$ cat config.mk
export PLATFORM = sky130hd
export DESIGN_NAME = hilo_unit
export DESIGN_NICKNAME = d
export VERILOG_FILES = /design/src/rtl/mips_pkg.sv /design/src/rtl/div_core.sv /design/src/rtl/hilo_unit.sv
export SDC_FILE = /design/constraint.sdc
export NUM_CORES = 1
export LEC_CHECK = 0
export ABC_AREA = 1
export ABC_CLOCK_PERIOD_IN_PS = 920
export BUFFER_PORTS_ARGS = -buffer_cell sky130_fd_sc_hd__buf_2
export CAP_MARGIN = 15
export CORE_MARGIN = 10
export CORE_UTILIZATION = 45
export CTS_CLUSTER_DIAMETER = 60
export CTS_CLUSTER_SIZE = 14
export DETAILED_ROUTE_END_ITERATION = 8
export PLACE_DENSITY_LB_ADDON = 0.25
export RECOVER_POWER = 100
export SYNTH_ARGS = -nofsm -noshare
export SYNTH_HDL_FRONTEND = slang
export SYNTH_SLANG_ARGS = --single-unit
$ cat constraint.sdc
create_clock -name clk -period 0.92 [get_ports clk]
set_clock_uncertainty 0.1 [all_clocks]
set_input_delay 0 -clock clk [delete_from_list [all_inputs] [get_ports clk]]
set_output_delay 0 -clock clk [all_outputs]
set_load 0.03 [all_outputs]
$ cat src/rtl/mips_pkg.sv
// Shared MIPS definitions for the HI/LO stage: ALU opcodes and the divider state encoding.
package mips_pkg;

  localparam int XLEN = 32;

  localparam logic [4:0] ALU_MULT  = 5'd19;
  localparam logic [4:0] ALU_MADD  = 5'd20;
  localparam logic [4:0] ALU_MADDU = 5'd21;

  typedef enum logic [1:0] {
    IDLE = 2'd0,
    RUN  = 2'd1,
    FIX  = 2'd2
  } div_state_e;

  // The three ALU opcodes whose 64-bit result lands in HI/LO.
  function automatic logic is_mult_op(input logic [4:0] op);
    return (op == ALU_MULT) || (op == ALU_MADD) || (op == ALU_MADDU);
  endfunction

endpackage

$ cat src/rtl/div_core.sv
// Iterative 32-bit restoring divider (DIV/DIVU): one quotient bit per RUN cycle,
// sign correction in FIX. The fixed result is presented while wr_o is high.
module div_core
  import mips_pkg::*;
#(
  parameter int DIV_CYCLES = 32
) (
  input  logic            clk,
  input  logic            rst_n,
  input  logic            start_i,
  input  logic            signed_i,
  input  logic [XLEN-1:0] rs_i,
  input  logic [XLEN-1:0] rt_i,
  output logic [XLEN-1:0] quo_o,
  output logic [XLEN-1:0] rem_o,
  output logic            wr_o,
  output logic            busy_o,
  output logic            done_o
);

  localparam int CNT_W = $clog2(DIV_CYCLES);
  localparam logic [CNT_W-1:0] CNT_LAST = CNT_W'(DIV_CYCLES - 1);

  div_state_e       state_q;
  logic [CNT_W-1:0] cnt_q;
  logic             busy_q;
  logic             done_q;
  logic             fix_q;

  logic [2*XLEN-1:0] acc_q;
  logic [2*XLEN-1:0] acc_d;
  logic [XLEN-1:0]   dvsr_q;
  logic [XLEN-1:0]   dvnd_raw_q;
  logic              neg_quo_q;
  logic              neg_rem_q;
  logic              zero_q;

  logic [XLEN-1:0] rs_mag;
  logic [XLEN-1:0] rt_mag;
  logic [XLEN:0]   trial;
  logic [XLEN-1:0] sub;
  logic            ge;
  logic            take;

  assign take   = (state_q == IDLE) && start_i;
  assign rs_mag = (signed_i && rs_i[XLEN-1]) ? (~rs_i + 1'b1) : rs_i;
  assign rt_mag = (signed_i && rt_i[XLEN-1]) ? (~rt_i + 1'b1) : rt_i;

  // Restoring step: shift {rem, quo} left, try subtracting the divisor from the new remainder.
  assign trial = {acc_q[2*XLEN-1:XLEN], acc_q[XLEN-1]};
  assign ge    = (trial >= {1'b0, dvsr_q});
  assign sub   = trial[XLEN-1:0] - dvsr_q;

  always_comb begin
    acc_d = {trial[XLEN-1:0], acc_q[XLEN-2:0], 1'b0};
    if (ge) begin
      acc_d = {sub, acc_q[XLEN-2:0], 1'b1};
    end
  end

  always_ff @(posedge clk) begin
    if (take) begin
      acc_q      <= {{XLEN{1'b0}}, rs_mag};
      dvsr_q     <= rt_mag;
      dvnd_raw_q <= rs_i;
      neg_quo_q  <= signed_i && (rs_i[XLEN-1] ^ rt_i[XLEN-1]);
      neg_rem_q  <= signed_i && rs_i[XLEN-1];
      zero_q     <= (rt_i == '0);
    end else if (state_q == RUN) begin
      acc_q <= acc_d;
    end
  end

  always_ff @(posedge clk or negedge rst_n) begin
    if (!rst_n) begin
      state_q <= IDLE;
      cnt_q   <= '0;
      busy_q  <= 1'b0;
      done_q  <= 1'b0;
      fix_q   <= 1'b0;
    end else begin
      done_q <= 1'b0;
      case (state_q)
        IDLE: begin
          if (start_i) begin
            state_q <= RUN;
            cnt_q   <= CNT_LAST;
            busy_q  <= 1'b1;
          end
        end
        RUN: begin
          if (cnt_q == '0) begin
            state_q <= FIX;
            fix_q   <= 1'b1;
          end else begin
            cnt_q <= cnt_q - 1'b1;
          end
        end
        FIX: begin
          state_q <= IDLE;
          fix_q   <= 1'b0;
          busy_q  <= 1'b0;
          done_q  <= 1'b1;
        end
        default: begin
          state_q <= IDLE;
          fix_q   <= 1'b0;
          busy_q  <= 1'b0;
        end
      endcase
    end
  end

  // A zero divisor yields all-ones quotient and the untouched dividend as remainder.
  assign quo_o  = zero_q    ? {XLEN{1'b1}} :
                  neg_quo_q ? (~acc_q[XLEN-1:0] + 1'b1) : acc_q[XLEN-1:0];
  assign rem_o  = zero_q    ? dvnd_raw_q :
                  neg_rem_q ? (~acc_q[2*XLEN-1:XLEN] + 1'b1) : acc_q[2*XLEN-1:XLEN];
  assign wr_o   = fix_q;
  assign busy_o = busy_q;
  assign done_o = done_q;

endmodule

$ cat src/rtl/hilo_unit.sv
// HI/LO special registers with MULT-class/MTHI/MTLO writes and an optional divider.
// Define HILO_DIV_EN to build in the divider, busy/stall interlock and div_done.
module hilo_unit
  import mips_pkg::*;
#(
  parameter int DIV_CYCLES = 32
) (
  input  logic            clk,
  input  logic            rst_n,
  input  logic [4:0]      alu_ctrl,
  input  logic            wr_en,
  input  logic [XLEN-1:0] alu_hi,
  input  logic [XLEN-1:0] alu_lo,
  input  logic            mthi,
  input  logic            mtlo,
  input  logic [XLEN-1:0] rs_data,
  input  logic [XLEN-1:0] rt_data,
  input  logic            div_start,
  input  logic            div_signed,
  input  logic            rd_hilo,
  output logic [XLEN-1:0] hi_reg,
  output logic [XLEN-1:0] lo_reg,
  output logic            busy,
  output logic            div_done,
  output logic            stall
);

  logic [XLEN-1:0] hi_q;
  logic [XLEN-1:0] hi_d;
  logic [XLEN-1:0] lo_q;
  logic [XLEN-1:0] lo_d;

  logic            mult_wr;
  logic            div_wr;
  logic            div_busy;
  logic            div_take;
  logic [XLEN-1:0] div_quo;
  logic [XLEN-1:0] div_rem;

  assign mult_wr = wr_en && is_mult_op(alu_ctrl);

`ifdef HILO_DIV_EN
  div_core #(
    .DIV_CYCLES (DIV_CYCLES)
  ) u_div_core (
    .clk      (clk),
    .rst_n    (rst_n),
    .start_i  (div_start),
    .signed_i (div_signed),
    .rs_i     (rs_data),
    .rt_i     (rt_data),
    .quo_o    (div_quo),
    .rem_o    (div_rem),
    .wr_o     (div_wr),
    .busy_o   (div_busy),
    .done_o   (div_done)
  );

  // A launching divide owns HI/LO, so a same-cycle pipeline write is discarded.
  assign div_take = div_start;
  assign busy     = div_busy;
  assign stall    = div_busy && (div_start || rd_hilo ||
                                 (wr_en && (mthi || mtlo || is_mult_op(alu_ctrl))));
`else
  localparam int unused_div_cycles = DIV_CYCLES;
  logic unused_div_inputs;

  assign unused_div_inputs = ^{div_start, div_signed, rt_data, rd_hilo};
  assign div_take = 1'b0;
  assign div_wr   = 1'b0;
  assign div_busy = 1'b0;
  assign div_quo  = '0;
  assign div_rem  = '0;
  assign busy     = 1'b0;
  assign div_done = 1'b0;
  assign stall    = 1'b0;
`endif

  always_comb begin
    hi_d = hi_q;
    lo_d = lo_q;
    if (div_wr) begin
      hi_d = div_rem;
      lo_d = div_quo;
    end else if (!div_busy && !div_take) begin
      if (mult_wr) begin
        hi_d = alu_hi;
        lo_d = alu_lo;
      end else if (wr_en && mthi) begin
        hi_d = rs_data;
      end else if (wr_en && mtlo) begin
        lo_d = rs_data;
      end
    end
  end

  always_ff @(posedge clk or negedge rst_n) begin
    if (!rst_n) begin
      hi_q <= '0;
      lo_q <= '0;
    end else begin
      hi_q <= hi_d;
      lo_q <= lo_d;
    end
  end

  assign hi_reg = hi_q;
  assign lo_reg = lo_q;

endmodule

==> key figures <==
Critical path
  • CP max stage cell: dfrtp_1
  • Worst r2r path cells: 3
  • Critical-path cell list: buf_6
  • Worst stage delay on the critical path: roughly 0.45 ns
  • Crit Path Category: reg2out
  • Crit. End Element: primary output
  • Critical Path RT: 0.82 ns
  • Crit-path max FO: 2
  • Crit path DAT: 0.97 ns
  • Cell class contributing the biggest share of worst-path delay: flip-flops
  • Buf/Inv on CP: 1
  • Crit path depth: 1
  • Critical path startpoint category: flip-flop

Route
  • Wire per inst: about 21 um
  • DRT Wirelength: just under 20 mm
  • Pre-antenna DRT Iters: 6
  • DRT iter0 DRCs: 480
  • Vias per inst: between 5 and 6
  • Vias: between 5000 and 6000
  • DRC Markers: 0
  • Post-DRT Antenna Nets: 0

Logic synthesis
  • Syn Inst Count: roughly 470
  • Cell variety after synth: 19
  • Sequential cell area fraction in the yosys report: 0.415
  • Seq cells post-synth: between 60 and 70
  • Top post-synthesis cells by area: dfrtp_1 (42%), nand2_1 (22%), nand3_2 (13%)
  • Synth top area share: 0.415
  • Yosys warnings: 0
  • Syn Area/Cell: 8.19 um2
  • Leading area contributor after synthesis: dfrtp_1
  • Post-Syn Area: 3860 um2

GRT
  • Vias in the first global route: a little over 5000
  • Met3 Usage GRT: 0.0650
  • Largest net degree at the start of global routing: 65
  • Most Crowded Layer GR: met2
  • First-pass GRT wire length: 27.5 mm
  • Total grt overflow: 0
  • GRT Util Overall: 0.267
  • Met2 usage: 0.464
  • M1 GR Usage: 0.280
  • Initial antenna violation count: 3

Floorplanning
  • Row cnt: 33
  • # IOs: 208
  • Die Ht: 113 um
  • Core area: slightly above 8000 um2
  • Full die area: about 13000 um2
  • Die X: between 100 and 150 um
  • Initial core utilization: 0.465

Finish
  • Most common cell after layout, fill and taps aside: nand2_1
  • Design area: 6970 um2
  • Synth-to-Final Area Change: 80.5%
  • Ratio of cells with drive above 1 in the final layout: 0.442
  • Non-Filler Instances: ~900
  • Nets: 927
  • Commonest cells after routing, fill and taps aside: nand2_1 (209), buf_2 (103), dlygate4sd3_1 (97), buf_6 (71), nand3_2 (66)
  • Fill count: 440

Run status
  • Failing checks: setup timing
  • Status: finished with violations

Clocking
  • Clk sinks: 64
  • Cts bufs inserted: 9
  • Clock slew at reported path FFs: roughly 0.080 ns
  • H-tree depth: 3
  • Clock Latency Late Sink: about 0.34 ns
  • Maximum buffer depth of the clock tree: 2
  • CTS root buf: clkbuf_8
  • CTS tree: built

Placed design
  • DP Area: ~4800 um2
  • I/O Buffers: 169
  • Placed Instances: between 700 and 800
  • Dpl hpwl: approximately 9.6 mm
  • Final GP Congestion: between 0.8 and 0.9

Timing
  • Final hold vios: 0
  • Tcrit/Tclk final: 1.16
  • Slew HR: 0.595
  • Final max-slew violation count: 0
  • RSZ-0062 raised after global routing: yes
  • Worst slew pin tran: around 0.61 ns
  • Fin crit period: 1.07 ns
  • Fmax: 933 MHz
  • # setup viols final: ~110
  • Final worst slack: -0.152 ns
  • TNS Setup: -6.23 ns
  • Hold WS: between 0.07 and 0.08 ns

Power and ir drop
  • NetSw: 4.07 mW
  • Leakage: approximately 3.6 nW
  • Max rail drop VDD: around 1.0 mV
  • Sw Ratio: 0.373
  • Flop pwr share: 0.341
  • Clk pwr share: 0.235
  • Comb power frac: 0.424
  • Internal power: about 6.8 mW
  • Final Total Pwr: between 10 and 15 mW
  • Pwr dens: 1570 nW/um2

Run
  • Max cap viols: 0

Min path
  • Worst Hold Class: in2reg
  • Hold path cells: 5
final timing paths:
check                                 from          to  slack, ns
worst max-delay path            lo_reg[21]  lo_reg[21]      -0.15
max in group asynchronous            rst_n  lo_reg[20]       0.11
worst min register to register   hi_reg[1]   hi_reg[1]       0.43
min in group asynchronous            rst_n  hi_reg[28]       0.19
worst max register to register   lo_reg[5]   lo_reg[5]      -0.05
worst min-delay path                  mtlo  lo_reg[19]       0.07
metrics by stage:
stage               setup slack, ns  utilization
floorplan                   0.00169            -
global placement             -0.289        0.580
detailed placement           -0.343        0.580
CTS                          -0.117        0.791
global route                 -0.154        0.839
finish                       -0.152        0.839
what timing repair did:
| action | in CTS | in global routing |
|---|---|---|
| gates cloned | 0 | 7 |
| resized for setup | 128 | 37 |
| pin swaps | 0 | 8 |
| endpoints found under the hold margin | 128 | 0 |
| hold buffers | 97 | 0 |
| endpoints found under the setup margin | 64 | 107 |
| buffers inserted | 24 | 16 |
layer usage:
layer / vias up / routed length, um
met2: 425 / 9500
met1: 2336 / 6350
met3: 133 / 1910
met5: - / 0
met4: 0 / 1490
li1: 2152 / -
cell usage after synthesis:
cell and count:
conb_1 1, buf_6 7, dfrtp_1 64, clkbuf_1 7, nand2_1 227, nand3_1 79, nor2_4 1, nand3_2 50
buf_1 1, nand2_2 4, inv_1 3, inv_2 1, buf_2 4, buf_12 8, clkbuf_16 3, nand2_4 1
buf_4 8, buf_8 1, nor2_1 1
logic make-up (layout without fill, tap and decap cells):
group	count (synthesis)	in the layout	share of synthesized area
other	1	8	0.000972
AND/OR/NAND/NOR	363	364	0.466
buffers and inverters	43	360	0.118
flip-flops	64	64	0.415
layout make-up:
class	instances	area, um2	area share
Timing Repair Buffer	340	3030	0.435
Multi-Input combinational cell	367	1970	0.283
Sequential cell	64	1600	0.230
Clock buffer	13	159	0.0228
Tap cell	105	131	0.0189
Clock inverter	3	40.0	0.00575
Inverter	4	20.0	0.00287
Antenna cell	5	12.5	0.00180
power groups by stage:
stage / combinational (mW) / sequential [mW] / clock (mW)
6_report: 4.62 / 3.72 / 2.57
5_1_grt: 4.88 / 3.76 / 2.70
4_1_cts: 4.19 / 3.68 / 2.51
3_5_place_dp: 3.05 / 3.63 / 0
3_3_place_gp: 3.01 / 3.62 / 0
2_1_floorplan: 1.01 / 4.55 / 0
worst min-delay path: cells and delay by family:
| kind | cells | cell delay, ns |
|---|---|---|
| and+or+nand+nor | 3 | 0.22 |
| buffers and inverters | 2 | 0.27 |
(Power assumes the default switching activity.)
